## src/rtl/max_pool_stream.sv

```systemverilog
// max_pool_stream
//   Streaming 2x2 / stride-2 signed max-pooling over a raster-scan feature map.
//   Each accepted beat carries one pixel in raster order. Pixels in even
//   columns are held. In odd columns the horizontal pair maximum is formed.
//   On even rows that pair maximum is parked in a half-line buffer. On odd rows
//   it is merged with the parked value, and the pooled pixel is registered.
//
// Ports
//   clk        rising-edge clock
//   rst        asynchronous, active-high reset
//   enable     frame enable; high in IDLE starts a frame, low in RUN aborts it
//   in_valid   input pixel valid
//   in_ready   block accepts a pixel (only while running and enabled)
//   in_data    signed input pixel, raster order
//   out_valid  one-cycle strobe marking a new pooled pixel on out_data
//   out_data   signed max of the 2x2 window, held between strobes
//   done       one-cycle pulse coincident with the last strobe of a frame
module max_pool_stream #(
  parameter int DATA_W = 8,
  parameter int IMG_W  = 8,
  parameter int IMG_H  = 8
) (
  input  logic                     clk,
  input  logic                     rst,
  input  logic                     enable,
  input  logic                     in_valid,
  output logic                     in_ready,
  input  logic signed [DATA_W-1:0] in_data,
  output logic                     out_valid,
  output logic signed [DATA_W-1:0] out_data,
  output logic                     done
);

  localparam int COL_W = (IMG_W > 2) ? $clog2(IMG_W) : 1;
  localparam int ROW_W = (IMG_H > 2) ? $clog2(IMG_H) : 1;
  localparam int LB_N  = (IMG_W >= 2) ? IMG_W / 2 : 1;
  localparam int LB_W  = (LB_N > 1) ? $clog2(LB_N) : 1;

  if ((IMG_W < 2) || ((IMG_W % 2) != 0)) begin : g_bad_img_w
    $error("max_pool_stream: IMG_W must be even and >= 2");
  end
  if ((IMG_H < 2) || ((IMG_H % 2) != 0)) begin : g_bad_img_h
    $error("max_pool_stream: IMG_H must be even and >= 2");
  end

  typedef enum logic [1:0] {
    ST_IDLE,
    ST_RUN,
    ST_DONE
  } state_t;

  state_t                   state;
  state_t                   state_next;
  logic [COL_W-1:0]         col;
  logic [ROW_W-1:0]         row;
  logic signed [DATA_W-1:0] hold;
  logic signed [DATA_W-1:0] pmax;
  logic signed [DATA_W-1:0] lb_val;
  logic signed [DATA_W-1:0] win_max;
  logic signed [DATA_W-1:0] linebuf [LB_N];
  logic [LB_W-1:0]          pair_idx;
  logic                     accept;
  logic                     col_last;
  logic                     row_last;

  // Handshake is gated by enable as well as state. A cycle in which enable has
  // already dropped can never consume a pixel.
  assign in_ready = (state == ST_RUN) && enable;
  assign accept   = in_valid && in_ready;
  assign done     = (state == ST_DONE);

  assign col_last = (col == COL_W'(IMG_W - 1));
  assign row_last = (row == ROW_W'(IMG_H - 1));
  assign pair_idx = LB_W'(col >> 1);

  // Signed comparisons at full width. The most negative code needs no special
  // handling.
  assign pmax    = (in_data > hold) ? in_data : hold;
  assign lb_val  = linebuf[pair_idx];
  assign win_max = (lb_val > pmax) ? lb_val : pmax;

  // The state register alone carries the frame sequencing.
  always_ff @(posedge clk or posedge rst) begin
    if (rst) begin
      state <= ST_IDLE;
    end else begin
      state <= state_next;
    end
  end

  // An abort takes priority over completion. DONE always lasts exactly one
  // cycle, so done and the final strobe coincide.
  always_comb begin
    state_next = state;
    case (state)
      ST_IDLE: if (enable) state_next = ST_RUN;
      ST_RUN: begin
        if (!enable) begin
          state_next = ST_IDLE;
        end else if (accept && col_last && row_last) begin
          state_next = ST_DONE;
        end
      end
      ST_DONE: state_next = ST_IDLE;
      default: state_next = ST_IDLE;
    endcase
  end

  // The raster position advances only on accepted beats. Outside an active,
  // enabled RUN it is held at the origin, so every new frame starts at (0,0).
  always_ff @(posedge clk or posedge rst) begin
    if (rst) begin
      col <= '0;
      row <= '0;
    end else if ((state != ST_RUN) || !enable) begin
      col <= '0;
      row <= '0;
    end else if (accept) begin
      if (col_last) begin
        col <= '0;
        row <= row_last ? '0 : row + 1'b1;
      end else begin
        col <= col + 1'b1;
      end
    end
  end

  // Even columns are held for the pair maximum. An odd column on an odd row
  // closes a 2x2 window, and that window's result is registered for
  // one-cycle latency.
  always_ff @(posedge clk or posedge rst) begin
    if (rst) begin
      out_valid <= 1'b0;
      out_data  <= '0;
      hold      <= '0;
    end else begin
      out_valid <= 1'b0;
      if (accept) begin
        if (!col[0]) begin
          hold <= in_data;
        end else if (row[0]) begin
          out_data  <= win_max;
          out_valid <= 1'b1;
        end
      end
    end
  end

  // The half-line buffer is plain registers without reset. Every entry is
  // rewritten on an even row before it is read on the next odd row.
  always_ff @(posedge clk) begin
    if (accept && col[0] && !row[0]) begin
      linebuf[pair_idx] <= pmax;
    end
  end

endmodule

```

## config.mk

```make
export PLATFORM = sky130hd
export DESIGN_NAME = max_pool_stream
export DESIGN_NICKNAME = d
export VERILOG_FILES = /design/src/rtl/max_pool_stream.sv
export SDC_FILE = /design/constraint.sdc
export NUM_CORES = 1
export LEC_CHECK = 0
export ABC_AREA = 0
export CAP_MARGIN = 40
export CORE_UTILIZATION = 53
export DETAILED_ROUTE_END_ITERATION = 6
export PLACE_DENSITY = 0.74
export SYNTH_ARGS = -nofsm -noshare
export SYNTH_HDL_FRONTEND = slang
export SYNTH_SLANG_ARGS = --single-unit
export TNS_END_PERCENT = 50
```

## constraint.sdc

```tcl
create_clock -name clk -period 7.5 [get_ports clk]
set_input_delay 1.5 -clock clk [delete_from_list [all_inputs] [get_ports clk]]
set_output_delay 1.5 -clock clk [all_outputs]
set_load 0.01 [all_outputs]
```

==> reports/qor.csv <==
stage,metric,value,unit
detailed_routing,post-DR wirelength/cell,15.35,um
clocking,Clock Pin Slew Worst Setup and Hold Paths,0.06,ns
pwr,Pwr Density,227.1,mW/mm^2
setup_path,crit path kind,input pin to register,
clocking,Root Driver,clkbuf_8,
floorplan,Die Area,0.005541,sq mm
timing,RSZ-0062 raised after global routing,false,
timing,Slew Limit Fails,0,
floorplan,I/O Pins,23,
setup_path,arrival time at the worst endpoint,5.07,ns
placement,placed cell count,311,
timing,skew final,0.008845,ns
finish,area of the multi-input gates,0.001080,sq mm
finish,Final nets,284,
global_route,vias in the first global route,1732,
synthesis,sequential share of the synthesized area,57.04,%
job,max-cap violations,0,
synthesis,YS warnings,0,
floorplan,floorplan row count,26,
synthesis,Mapped Cells,220,
setup_path,Slowest cell on crit path,clkdlybuf4s50_1,
synthesis,mapped cell area,0.002781,sq mm
setup_path,Worst setup EP type,register,
timing,final setup vio count,0,
synthesis,Synth Register Bits,57,
outcome,status,"complete, no violations",
setup_path,worst-path fanout max,8,
synthesis,asr flop ratio synth,43.86,%
finish,final cell count without fillers,327,
detailed_routing,DRT iter0 DRCs,95,
placement,IO Port Bufs,22,
synthesis,top post-synthesis cells by area,"edfxtp_1 35%, dfrtp_1 22%, ha_1 9.0%, mux4_2 6.5%, mux2i_1 4.0%",
global_route,first-pass GRT wire length,8.162,mm
floorplan,die width,74.44,um
detailed_routing,drt via density,5.477,
clocking,clock sinks,57,
finish,ANT cells,0,
clocking,Post-CTS Resized,0,
timing,Worst-Margin Slew,0.7463,ns
synthesis,Synth top cells by count,"32 x edfxtp_1, 25 x dfrtp_1, 24 x inv_1",
floorplan,core area,0.005075,sq mm
finish,Fill cells,412,
clocking,hold buffer count at CTS,0,
timing,min cycle time layout,4.833,ns
detailed_routing,final wirelength,5.021,mm
timing,fmax,0.2069,GHz
setup_path,"slowest stage delay, CP",0.44,ns
synthesis,Synth top area share,34.55,%
synthesis,dominant cell by count in the synthesized netlist,edfxtp_1,
finish,storage element area,0.001587,sq mm
global_route,Total GRT Usage,20.82,%
setup_path,Worst setup SP type,input pin,
clocking,clk buf depth,2,
setup_path,"Buf+Inv Stages, Crit Path",1,
synthesis,Syn Area/Cell,12.64,sq um
clocking,Post-CTS Setup Bufs,0,
timing,fin crit share,64.43,%
clocking,TritonCTS buffer count,9,
setup_path,CP top delay family,compound AO/OA/AOI/OAI gates,
setup_path,critical path cell sequence,clkdlybuf4s50_1 > ha_1 > nand4_1 > o32ai_1 > a31oi_1 > a21oi_4 > mux2i_1 > ha_1 > nand4_1 > o221ai_1 > o21ai_1 > a41o_1 > or2_1 > o221ai_1,
clocking,CTS tree,done,
pwr,worst vdd ir,152.4,uV
timing,hold_ws,0.5141,ns
global_route,initial antenna violation count,0,
global_route,Overflow after GRT,0,
synthesis,Netlist cell types,35,
placement,pre-CTS setup slack,2.314,ns
worst_hold_path,hold crit path type,register to register,
detailed_routing,drt drc,0,
detailed_routing,antenna-violating nets left,0,
placement,Placer Congestion,0.8586,
global_route,largest net degree at the start of global routing,20,
setup_path,Critical Path RT,7.74,ns
placement,DP HPWL,3.674,mm
floorplan,die height,74.44,um
clocking,later-pin clock latency in the skew report,0.33,ns
floorplan,Starting Density,54.81,%
pwr,total power,0.7504,mW
timing,Final WS setup,2.667,ns
synthesis,top_reg_cell synth,edfxtp_1,
timing,Slew HR,50.07,%
clocking,H-tree depth,3,
finish,Layout Area Growth over Synthesis,18.80,%
timing,Final Hold Viols,0,
pwr,Leak,1.360,nW
finish,layout cells sized above 1,12.45,%
detailed_routing,1st-pass router iterations,4,
detailed_routing,via count,1791,
timing,Setup Total Neg Slack,0,ns
synthesis,cell taking the most area after synthesis,edfxtp_1,
synthesis,Post-synth EDFFs,32,
synthesis,syn nets,252,
==> through the flow <==
stage	cell area [sq um]	util (%)
floorplan	2781	-
global placement	3090	60.90
detailed placement	3118	61.44
CTS	3304	65.11
global route	3304	65.11
finish	3304	65.11
==> sequential cells by signal, indices dropped and copies added (netlist names) <==
register,count
hold,8
row,3
state,2
out_data,8
out_valid,1
col,3
linebuf,32
==> kinds of logic (layout without fill, tap and decap cells) <==
logic type | Yosys count | count (layout) | share of synthesized area [%]
buffers and inverters | 30 | 67 | 4.139
adder cells (fa/ha/maj) | 20 | 20 | 8.997
AO/OA/AOI/OAI | 37 | 37 | 8.907
AND/OR/NAND/NOR | 56 | 56 | 10.08
flip-flops | 57 | 57 | 57.04
multiplexers | 20 | 20 | 10.84
==> cells in the final DEF (no fill, tap or decap), types with 2 or more instances in the layout <==
cell type / count
edfxtp_1: 32
dfrtp_1: 25
inv_1: 24
clkdlybuf4s50_1: 22
nand2_1: 21
ha_1: 20
mux2i_1: 11
nor2_1: 10
clkbuf_8: 9
o21ai_0: 8
a21oi_1: 8
mux4_2: 8
nand3_1: 7
a31oi_1: 5
o21ai_1: 5
nand4_1: 4
o221ai_1: 4
and2_1: 4
nor3_1: 3
buf_4: 3
clkinv_1: 2
o211ai_2: 2
clkinv_2: 2
clkinvlp_4: 2
==> cell type report <==
type	count	share of cell area, %
Clock buffer	10	3.862
Clock inverter	6	1.780
Inverter	25	2.840
Multi-Input combinational cell	133	32.68
Sequential cell	57	48.01
Tap cell	70	2.651
Timing Repair Buffer	26	8.179
==> path summary, 6_finish.rpt <==
| path | slack, ns | to | start | depth (start not counted) |
|---|---|---|---|---|
| setup / recovery | 2.67 | out_data[3] | in_data[7] | 14 |
| hold / removal | 0.51 | out_data[0] | out_data[0] | 2 |
| setup reg to reg | 3.90 | out_data[3] | hold[7] | 14 |
| hold reg to reg | 0.51 | out_data[0] | out_data[0] | 2 |
| max in group asynchronous | 5.63 | out_data[1] | rst | 3 |
| min in group asynchronous | 1.45 | row[2] | rst | 2 |
==> power breakdown <==
part           leakage, nW  internal, mW  switching, mW
Sequential           0.621         0.352        0.00635
Clock               0.0897         0.151          0.117
Combinational        0.650        0.0484         0.0759
Total                 1.36         0.551          0.199
==> metal layers <==
layer  up-vias  wire length [um]  GRT usage (%)
li1        872                 -              -
met1       867              2458          28.18
met2        41              2263          30.73
met3        11               196          4.878
met4         0               102          12.37
met5         -                 0              0
==> worst register-to-register path: cells and delay by family (launching register included) <==
kind	cells	cell delay, ns
flip-flops	1	0.35
multiplexers	1	0.43
AO/OA/AOI/OAI	7	1.50
AND/OR/NAND/NOR	3	0.63
adder cells (fa/ha/maj)	2	0.53
buffers and inverters	1	0.06
Note: power is estimated with default switching activity, not from simulation.
